`config.mk`:
```
export PLATFORM = sky130hd
export DESIGN_NAME = addr_seq_l17
export DESIGN_NICKNAME = d
export VERILOG_FILES = /design/src/rtl/addr_seq_l17.sv
export SDC_FILE = /design/constraint.sdc
export NUM_CORES = 1
export LEC_CHECK = 0
export ABC_AREA = 1
export BUFFER_PORTS_ARGS = -buffer_cell sky130_fd_sc_hd__buf_2
export CAP_MARGIN = 40
export CORE_MARGIN = 3
export CORE_UTILIZATION = 35
export CTS_CLUSTER_SIZE = 14
export DETAILED_ROUTE_END_ITERATION = 10
export RECOVER_POWER = 100
export SETUP_SLACK_MARGIN = 0.02
export SLEW_MARGIN = 0
export SYNTH_ARGS = -nofsm -noshare
export SYNTH_HDL_FRONTEND = slang
export SYNTH_SLANG_ARGS = --single-unit
```
`constraint.sdc`:
```
create_clock -name clk -period 2.8 [get_ports clk]
set_clock_uncertainty 0.2 [all_clocks]
set_input_delay 0.28 -clock clk [delete_from_list [all_inputs] [get_ports clk]]
set_output_delay 0.28 -clock clk [all_outputs]
set_load 0.01 [all_outputs]
```
`src/rtl/addr_seq_l17.sv`:
```
// Layer-17 loop sequencer: walks L/x/y/k per pass and delays x/y/L to the write-back side.
// Optional saturating cycle counter enabled by defining L17_SEQ_CYCLE_CNT_EN.
module addr_seq_l17 #(
   parameter int DELAY = 5,
   parameter int CNT_W = 16
) (
   input  logic             clk,
   input  logic             rst,
   input  logic             start,
   input  logic [2:0]       u_in,
   input  logic             hold,
   output logic [2:0]       u,
   output logic [2:0]       x,
   output logic [2:0]       y,
   output logic [2:0]       L,
   output logic [1:0]       k,
   output logic [2:0]       x_Reg5,
   output logic [2:0]       y_Reg5,
   output logic [3:0]       z,
   output logic             rd_valid,
   output logic             wr_valid,
   output logic             busy,
   output logic             done,
   output logic [CNT_W-1:0] cycle_cnt
);

   localparam int DW = $clog2(DELAY + 1);

   typedef enum logic [1:0] {IDLE, RUN, DRAIN} state_t;

   state_t         state, state_nx;
   logic [2:0]     xm, ym, lm;
   logic [1:0]     km;
   logic           last_rd;
   logic [DW-1:0]  drain_cnt;
   logic [DELAY-1:0] v_d;
   logic [2:0]     x_d [DELAY];
   logic [2:0]     y_d [DELAY];
   logic [2:0]     l_d [DELAY];
   logic [2:0]     l_z;

   // Loop bounds follow the latched mode; modes above 5 fall into the mode-4 bounds.
   always_comb begin
      xm = (u <= 3'd1) ? 3'd7 : 3'd3;
      ym = xm;
      lm = (u == 3'd2) ? 3'd3 : 3'd7;
      km = (u == 3'd3) ? 2'd3 : 2'd1;
   end

   assign last_rd  = (k == km) && (y == ym) && (x == xm) && (L == lm);
   assign busy     = (state != IDLE);
   assign rd_valid = (state == RUN) && !hold;
   assign done     = (state == DRAIN) && !hold && (drain_cnt == DW'(DELAY - 1));

   always_comb begin
      state_nx = state;
      case (state)
         IDLE:    if (start) state_nx = RUN;
         RUN:     if (!hold && last_rd) state_nx = DRAIN;
         DRAIN:   if (done) state_nx = IDLE;
         default: state_nx = IDLE;
      endcase
   end

   always_ff @(posedge clk or posedge rst) begin
      if (rst) begin
         state     <= IDLE;
         u         <= '0;
         x         <= '0;
         y         <= '0;
         L         <= '0;
         k         <= 2'd1;
         drain_cnt <= '0;
      end else begin
         state <= state_nx;
         case (state)
            IDLE: begin
               if (start) begin
                  u         <= u_in;
                  x         <= '0;
                  y         <= '0;
                  L         <= '0;
                  k         <= 2'd1;
                  drain_cnt <= '0;
               end
            end
            RUN: begin
               // Indices stay parked on the final read once the nest is exhausted.
               if (!hold && !last_rd) begin
                  if (k == km) begin
                     k <= 2'd1;
                     if (y == ym) begin
                        y <= '0;
                        if (x == xm) begin
                           x <= '0;
                           L <= L + 3'd1;
                        end else begin
                           x <= x + 3'd1;
                        end
                     end else begin
                        y <= y + 3'd1;
                     end
                  end else begin
                     k <= k + 2'd1;
                  end
               end
            end
            DRAIN: if (!hold) drain_cnt <= drain_cnt + DW'(1);
            default: ;
         endcase
      end
   end

   always_ff @(posedge clk or posedge rst) begin
      if (rst) begin
         v_d <= '0;
         for (int i = 0; i < DELAY; i++) begin
            x_d[i] <= '0;
            y_d[i] <= '0;
            l_d[i] <= '0;
         end
      end else if (!hold) begin
         v_d[0] <= (state == RUN);
         x_d[0] <= x;
         y_d[0] <= y;
         l_d[0] <= L;
         for (int i = 1; i < DELAY; i++) begin
            v_d[i] <= v_d[i-1];
            x_d[i] <= x_d[i-1];
            y_d[i] <= y_d[i-1];
            l_d[i] <= l_d[i-1];
         end
      end
   end

   assign x_Reg5   = x_d[DELAY-1];
   assign y_Reg5   = y_d[DELAY-1];
   assign wr_valid = v_d[DELAY-1] && !hold;
   assign l_z      = l_d[DELAY-1] + 3'd1;
   // z tracks the delayed stage itself so it stays frozen, not blanked, across a hold.
   assign z = !v_d[DELAY-1]  ? 4'd0 :
              (u == 3'd2)    ? {2'b00, l_z[1:0]} :
                               {1'b0, l_z};

`ifdef L17_SEQ_CYCLE_CNT_EN
   logic [CNT_W-1:0] cnt_r;

   always_ff @(posedge clk or posedge rst) begin
      if (rst)
         cnt_r <= '0;
      else if (state == IDLE && start)
         cnt_r <= '0;
      else if (busy && cnt_r != '1)
         cnt_r <= cnt_r + CNT_W'(1);
   end

   assign cycle_cnt = cnt_r;
`else
   assign cycle_cnt = '0;
`endif

endmodule

```
==> run metrics, run 1 <==
outcome finished clean; Comb power frac 0.252; CTS buffer count 9; sequential cell area fraction in the yosys report 0.531; final cell count without fillers 527; Core Util, Final 0.404; sequential share of power 0.473; Yosys reg bits 69; Critical-path top delay cell dfrtp_1; Setup Buffers After CTS 0; initial antenna violation count 0; Synth Cell Area between 3000 and 4000 um2; final wirelength between 6 and 7 mm; Post-synth ARST share 1.00; EDFF count, synth 0; post-synthesis cell count 382; clk buf depth 2; crit start category register; register-to-register setup slack 650 ps; vias in the first global route 2274; Inst Count DP approximately 510; worst hold start start; top cells by area, synth dfrtp_1, nand2_1, buf_4; worst path arrival time 2220 ps; Fillers around 930; Reg-to-Reg Start x[0]; final instance area approximately 3600 um2; ANT nets after route 0; total congestion overflow 0; drt pass-1 iters 4; first-pass GRT wire length 10.4 mm; via count 2348; synth warn 0; Avg Cell Area, Syn 8.52 um2; # nets final about 430; Synth-to-Final Area Change 10.5%; worst-skew pair later-pin latency around 340 ps; cell-internal power 0.00210 W; WS Path Type reg2reg; ANT cells 0; Hold/Removal Path Class in2reg; Final Hold Vio Count 0; post-cts resize count 0; Initial Utilization 0.366; dpl hpwl 3.89 mm; slowest stage delay, CP about 440 ps; most frequent cell after synthesis nand2_1; GPL Wtd Cong a little over 0.8; Final WS setup 648 ps; critical path endpoint category register; Root Buffer clkbuf_8; Place WS ~950 ps; Critical Path Source x[0]; GRT Total Usage 0.126; Die Y 102 um; Rows 34; unrepaired setup endpoints after global routing no; number of max-cap violations 0; FMAX 465 MHz; switch share 0.345; critical path, cell by cell ha_1, a21boi_0, nand2_1, nor2_1, nand2_2, nand2_2, nand2_1, nand2_1, nand2_2, o21ai_2; Rel. slew slack 0.227; post-synth top area cell dfrtp_1; CTS H-tree lvls 3; WP data required 2870 ps; DRC 0; Synth top cells by count nand2_1, dfrtp_1, inv_1; average routed wire per standard cell roughly 11 um; Setup Viol. Count Final 0; Net Switching 0.00110 W; largest net degree at the start of global routing 57; static leakage 1.89 nW; Die ar. 10500 um2; Buf/Inv on CP 0; Primary FF master, synth dfrtp_1; Worst Tran Pin Value about 1200 ps; Yosys top cell area share 0.523; CORE AREA 8890 um2; I/O pin cnt 51; CP max FO 6; vias per cell between 4 and 5; clk sinks 69; Setup TNS 0 ps; Max VDD drop approximately 0.0004 V; clock share of power 0.275; Chip Width 102 um; Slew Limit Fails 0; synth unique cells 31; Tmin final 2150 ps; Reg clk slew, reported paths 70 ps; TritonCTS clock tree yes; post-placement cell area 3430 um2; input/output buffers 33; share of cells above drive strength 1 0.0931; Iter 0 DRT Violations roughly 130; crit share post-route 0.769; delay-heaviest family, CP simple AND/OR/NAND/NOR gates; PwrDens 890 nW/um2
[power by group through the flow]
stage / Clock, W / Sequential, W / Combinational (W)
after floorplan: 0 / 0.00153 / 0.000650
after global placement: 0 / 0.00153 / 0.000853
after detailed placement: 0 / 0.00153 / 0.000876
after CTS: 0.000907 / 0.00152 / 0.000886
after global routing: 0.000951 / 0.00157 / 0.000954
final: 0.000880 / 0.00152 / 0.000806
[worst min-delay path: stages]
cell and delay [ps]:
buf_2 70, nand2_1 260, nand2_1 150
[cell usage in the layout, fill, tap and decap left out, types with 2 or more instances in the layout]
master	synthesis	routed
ha_1	6	6
clkbuf_1	11	28
inv_1	25	25
nor2_1	17	18
o21ai_1	4	4
dlygate4sd3_1	0	4
conb_1	1	17
clkinvlp_4	0	3
bufinv_16	0	2
clkbuf_8	0	9
nand4_1	5	5
a21oi_1	4	4
nand2_2	6	5
dfrtp_1	68	68
nand2_1	159	163
o21ai_2	3	3
nand3_1	9	11
o21ai_0	20	20
buf_2	2	7
[layout make-up]
class	instances	area [um2]	area share
inverter	26	97.6	0.0271
sequential	69	1730	0.481
tap	108	135	0.0376
multi-input combinational	267	1210	0.337
clock inverter	6	87.6	0.0244
clock buffer	10	128	0.0355
timing repair buffer	41	209	0.0581
[metal layers]
| layer | global-route usage | vias to the layer above | part of all wire |
|---|---|---|---|
| met1 | 0.165 | 1088 | 0.49 |
| met5 | 0 | - | 0 |
| met3 | 0.0512 | 8 | 0.053 |
| met4 | 0.0363 | 0 | 0.010 |
| met2 | 0.194 | 48 | 0.44 |
| li1 | - | 1204 | - |
[cells by family after synthesis]
| family | after synthesis | synth area share |
|---|---|---|
| other | 1 | 0.00115 |
| xor gates and xnor gates | 2 | 0.00538 |
| DFF | 69 | 0.531 |
| adders and majority gates | 6 | 0.0231 |
| muxes | 1 | 0.00346 |
| buffers and inverters | 62 | 0.0988 |
| AOI/OAI and AO/OA | 35 | 0.0642 |
| and+or+nand+nor | 206 | 0.273 |
[registers in the layout (all words and copies together), names as in the netlist]
| name | flops |
|---|---|
| state | 2 |
| y_d | 12 |
| y_Reg5 | 3 |
| v_d | 5 |
| x | 3 |
| k | 2 |
| x_Reg5 | 3 |
| l_d | 15 |
| y | 3 |
| L | 3 |
| x_d | 12 |
| drain_cnt | 3 |
| u | 3 |
[metrics by stage]
step | hold WS, ps | total power [W]
final | 255 | 0.00320
after global routing | 289 | 0.00347
after CTS | 269 | 0.00331
after detailed placement | 110 | 0.00241
after global placement | 104 | 0.00239
after floorplan | 231 | 0.00218
[worst paths after layout]
check | end | depth (start not counted)
setup reg to reg | y[2] | 10
setup / recovery | y[2] | 10
max in group asynchronous | k[0] | 4
hold reg to reg | y_Reg5[1] | 2
min in group asynchronous | y_Reg5[0] | 3
hold / removal | state[0] | 3
[timing repair]
item	4_1_cts	5_1_grt
setup endpoints to repair	0	0
hold endpoints to repair	21	0
hold buffers	4	0
Power figures use the tool's default switching activity.
==> run 2, diff against run 1 <==
Clock period 2.8 ns to 2.1 ns, I/O delays scaled along.
==> run metrics, run 2 (synthesized netlist as in run 1, its figures left out) <==
I/O pin cnt 51 (unchanged); GPL Wtd Cong 0.839 (+2.9%); final instance area 3610 um2 (+0.45%); Synth-to-Final Area Change 11.0%; Die ar. 10500 um2 (unchanged); Fillers 882 (-5.0%); critical path endpoint category register; Rel. slew slack 0.254 (+0.0278); most frequent cells in the layout nand2_1, dfrtp_1, clkbuf_1, inv_1, o21ai_0; total congestion overflow 0 (unchanged); share of cells above drive strength 1 0.115 (+0.0215); drt pass-1 iters 4 (unchanged); number of max-cap violations 0 (unchanged); first-pass GRT wire length 10.0 mm (-3.3%); WS Path Type reg2reg; Worst Tran Pin Value 1110 ps (-47.8 ps); Slew Limit Fails 0 (unchanged); Setup Viol. Count Final 0 (unchanged); largest net degree at the start of global routing 57 (unchanged); Root Buffer clkbuf_8; final wirelength 6.01 mm (-0.51%); DRC 0 (unchanged); Final Hold Vio Count 0 (unchanged); CTS buffer count 9 (unchanged); initial antenna violation count 0 (unchanged); Setup TNS 0 ps (unchanged); clk buf depth 2 (unchanged); ANT cells 0 (unchanged); # nets final 427 (unchanged); via count 2359 (+0.47%); WP data required 2130 ps (-740 ps); PwrDens 1140 nW/um2 (+29%); FMAX 524 MHz (+13%); unrepaired setup endpoints after global routing no; Chip Width 102 um (unchanged); Biggest register l_d; Iter 0 DRT Violations 75 (-40%); vias per cell 4.48 (+0.47%); Core Util, Final 0.406 (+0.00183); worst-skew pair later-pin latency 340 ps (about the same); Hold WS 192 ps (-62.5 ps); crit start category register; dpl hpwl 3.91 mm (+0.61%); Final WS setup 193 ps (-455 ps); post-placement cell area 3450 um2 (+0.47%); max reg flops 15 (unchanged); Place WS 259 ps (-691 ps); input/output buffers 33 (unchanged); Rows 34 (unchanged); Tmin final 1910 ps (-245 ps); clk sinks 69 (unchanged); ANT nets after route 0 (unchanged); Initial Utilization 0.366 (unchanged); Die Y 102 um (unchanged); GRT Total Usage 0.122 (-0.00477); CP max FO 7 (+1); Max VDD drop 0.000619 V (+54%); vias in the first global route 2204 (-3.1%); static leakage 1.89 nW (-0.23%); biggest regs l_d x15, x_d x12, y_d x12; Hold/Removal Path Class in2reg; crit share post-route 0.908 (+0.140); average routed wire per standard cell 11.4 um (-0.51%); outcome finished clean; commonest non-fill, non-tap cell in the layout nand2_1; Reg clk slew, reported paths 80 ps (about the same); CTS H-tree lvls 3 (unchanged); worst path arrival time 1940 ps (-280 ps); CORE AREA 8890 um2 (unchanged); TritonCTS clock tree yes
## run 2: cell type report
type / count / area, um2 / share of cell area
Clock buffer: 10 / 138 / 0.0381
Clock inverter: 6 / 47.5 / 0.0132
Inverter: 26 / 98.8 / 0.0274
Multi-Input combinational cell: 267 / 1250 / 0.347
Sequential cell: 69 / 1730 / 0.478
Tap cell: 108 / 135 / 0.0374
Timing Repair Buffer: 41 / 211 / 0.0585
## run 2: through the flow
| step | std cells | total power, W |
|---|---|---|
| CTS | 527 | 0.00424 |
| floorplan | 398 | 0.00291 |
| global route | 527 | 0.00447 |
| global placement | 507 | 0.00319 |
| detailed placement | 507 | 0.00322 |
| finish | 527 | 0.00413 |
## run 2: metal layers
metal | global-route usage | up-vias | share of wire
li1 | - | 1209 | -
met1 | 0.162 | 1092 | 0.49
met2 | 0.189 | 54 | 0.45
met3 | 0.0416 | 4 | 0.048
met4 | 0.0333 | 0 | 0.0057
met5 | 0 | - | 0
## run 2: final timing paths
path                            startpoint        end  slack, ps  cells past startpoint
worst max-delay path                  x[0]       x[0]        190                     10
worst min-delay path                  hold     y_d[3]        190                      4
worst max register to register        x[0]       x[0]        190                     10
worst min register to register      y_d[4]  y_Reg5[1]        260                      2
max in group asynchronous              rst     y_d[4]        560                      4
min in group asynchronous              rst     x_d[4]        420                      3
## run 2: critical path, stage by stage, from the launching register on
cell	delay, ps
dfrtp_1	430
ha_1	250
a21boi_2	170
nand2_1	120
nor2_1	80
nand2_2	80
nand3_1	140
nand2_4	150
nand2_2	80
nand2_1	70
nand2_1	50
## run 2: power by group
group	internal [W]	total (W)	switching, W	leakage, nW
combinational	0.000420	0.00111	0.000690	0.900
sequential	0.00173	0.00203	0.000305	0.894
clock	0.000468	0.000993	0.000525	0.0928
## run 2: repair_timing
| action | in CTS | in global routing |
|---|---|---|
| buffers inserted | 0 | 0 |
| hold endpoints to repair | 25 | 0 |
| hold buffers | 4 | 0 |
| resized for setup | 0 | 0 |
==> run 3, diff against run 2 <==
Clock period 2.1 ns to 2.2 ns, I/O delays scaled along.
==> run metrics, run 3 (synthesized netlist as in run 1, its figures left out) <==
Die ar. 10500 um2 (unchanged); FMAX 512 MHz; # nets final 428 (+0.23%); commonest non-fill, non-tap cell in the layout nand2_1; Worst Tran Pin Value 1220 ps (+109 ps); Initial Utilization 0.366 (unchanged); initial antenna violation count 0 (unchanged); slowest stage delay, CP 580 ps (+150 ps); unrepaired setup endpoints after global routing no; max reg flops 15 (unchanged); Setup Viol. Count Final 0 (unchanged); via count 2353 (-0.25%); Rows 34 (unchanged); Final WS setup 246 ps (+53.2 ps); grt met3 use 0.0430 (+0.00137); CORE AREA 8890 um2 (unchanged); GRT Total Usage 0.132 (+0.0104); Root Buffer clkbuf_8; CP max FO 56 (+49); critical path, cell by cell buf_2, clkbuf_2, nor2_1, clkbuf_1; ANT cells 0 (unchanged); GRT met2 Usage 0.202 (+0.0124); Biggest register l_d; vias in the first global route 2350 (+6.6%); worst-skew pair later-pin latency 340 ps (about the same); Net Switching 0.00139 W (-8.4%); CTS H-tree lvls 3 (unchanged); Slew Limit Fails 0 (unchanged); Comb power frac 0.252 (-0.016); Final Hold Vio Count 0 (unchanged); TritonCTS clock tree yes; final wirelength 6.04 mm (+0.45%); Hold/Removal Path Class in2reg; outcome finished clean; clock share of power 0.280 (+0.040); average routed wire per standard cell 11.4 um (+0.26%); biggest regs l_d x15, x_d x12, y_d x12; hold path depth 4 (unchanged); share of cells above drive strength 1 0.107 (-0.00742); WS Path Type in2out; DRC 0 (unchanged); Core Util, Final 0.410 (+0.00338); largest net degree at the start of global routing 57 (unchanged); drt pass-1 iters 4 (unchanged); clk buf depth 2 (unchanged); Reg clk slew, reported paths 70 ps (about the same); Synth-to-Final Area Change 11.9%; worst path arrival time 1530 ps (-410 ps); Place WS 339 ps (+79.7 ps); Critical-path top delay cell clkbuf_2; static leakage 1.92 nW (+1.6%); post-cts resize count 0 (unchanged); Die Y 102 um (unchanged); I/O pin cnt 51 (unchanged); sequential share of power 0.468 (-0.023); total congestion overflow 0 (unchanged); Chip Width 102 um (unchanged); Max VDD drop 0.000615 V (-0.59%); first-pass GRT wire length 10.8 mm (+7.9%); input/output buffers 33 (unchanged); crit start category input port; PwrDens 1140 nW/um2 (-0.74%); GPL Wtd Cong 0.838 (-0.15%); WP data required 1780 ps (-350 ps); Tmin final 1950 ps; routing usage on met1 0.175 (+0.0130); Setup TNS 0 ps (unchanged); clk sinks 69 (unchanged); number of max-cap violations 0 (unchanged); most frequent cells in the layout nand2_1, dfrtp_1, clkbuf_1, inv_1, o21ai_0; Iter 0 DRT Violations 131 (+75%); cell-internal power 0.00274 W (+5.0%); critical path endpoint category output pin; vias per cell 4.46 (-0.44%); FF-to-FF path depth 8 (-2); Rel. slew slack 0.185 (-0.0694); GRT busiest layer met2; ANT nets after route 0 (unchanged); dpl hpwl 3.95 mm (+1.0%); crit share post-route 0.888; CTS buffer count 9 (unchanged); switch share 0.337 (-0.0310)
==> run 3: power groups by stage <==
stage	logic [W]	clock network (W)	registers, W
2_1_floorplan	0.000827	0	0.00195
3_3_place_gp	0.00109	0	0.00195
3_5_place_dp	0.00112	0	0.00196
4_1_cts	0.00113	0.00119	0.00194
5_1_grt	0.00122	0.00125	0.00200
6_report	0.00104	0.00116	0.00194
==> run 3: timing repair <==
action / in CTS / in global routing
hold endpoints to repair: 30 / 0
buffers inserted: 0 / 0
hold buffers: 4 / 0
==> run 3: cell type report <==
type                            instances  area [um2]
Timing Repair Buffer                   42         218
Sequential cell                        69        1730
Tap cell                              108         135
Clock inverter                          3        67.6
Multi-Input combinational cell        267        1240
Inverter                               26        97.6
Clock buffer                           13         159
Fill cell                             918        5250
==> run 3: final timing paths <==
kind	from	slack [ps]	to
max in group asynchronous	rst	440	x_Reg5[1]
min in group asynchronous	rst	560	l_d[4]
setup / recovery	hold	250	rd_valid
hold reg to reg	l_d[14]	260	l_d[11]
setup reg to reg	x[0]	290	state[0]
hold / removal	hold	170	y_Reg5[1]
==> run 3: per-layer routing <==
metal,routed length (um),up-vias
met5,0,-
met4,123,0
met3,313,10
met2,2590,59
met1,3010,1070
li1,-,1214
==> run 3: critical path: cells and delay by family <==
kind | cells | cell delay (ps)
buffers and inverters | 3 | 890
AND/OR/NAND/NOR | 1 | 410
==> run 3: through the flow <==
stage / total power [W] / cell area [um2] / hold WS, ps / cells
after global routing: 0.00448 / 3640 / 190 / 528
after floorplan: 0.00277 / 3320 / 171 / 398
after CTS: 0.00426 / 3720 / 202 / 528
after detailed placement: 0.00308 / 3450 / 177 / 508
final: 0.00414 / 3640 / 170 / 528
after global placement: 0.00305 / 3450 / 168 / 508
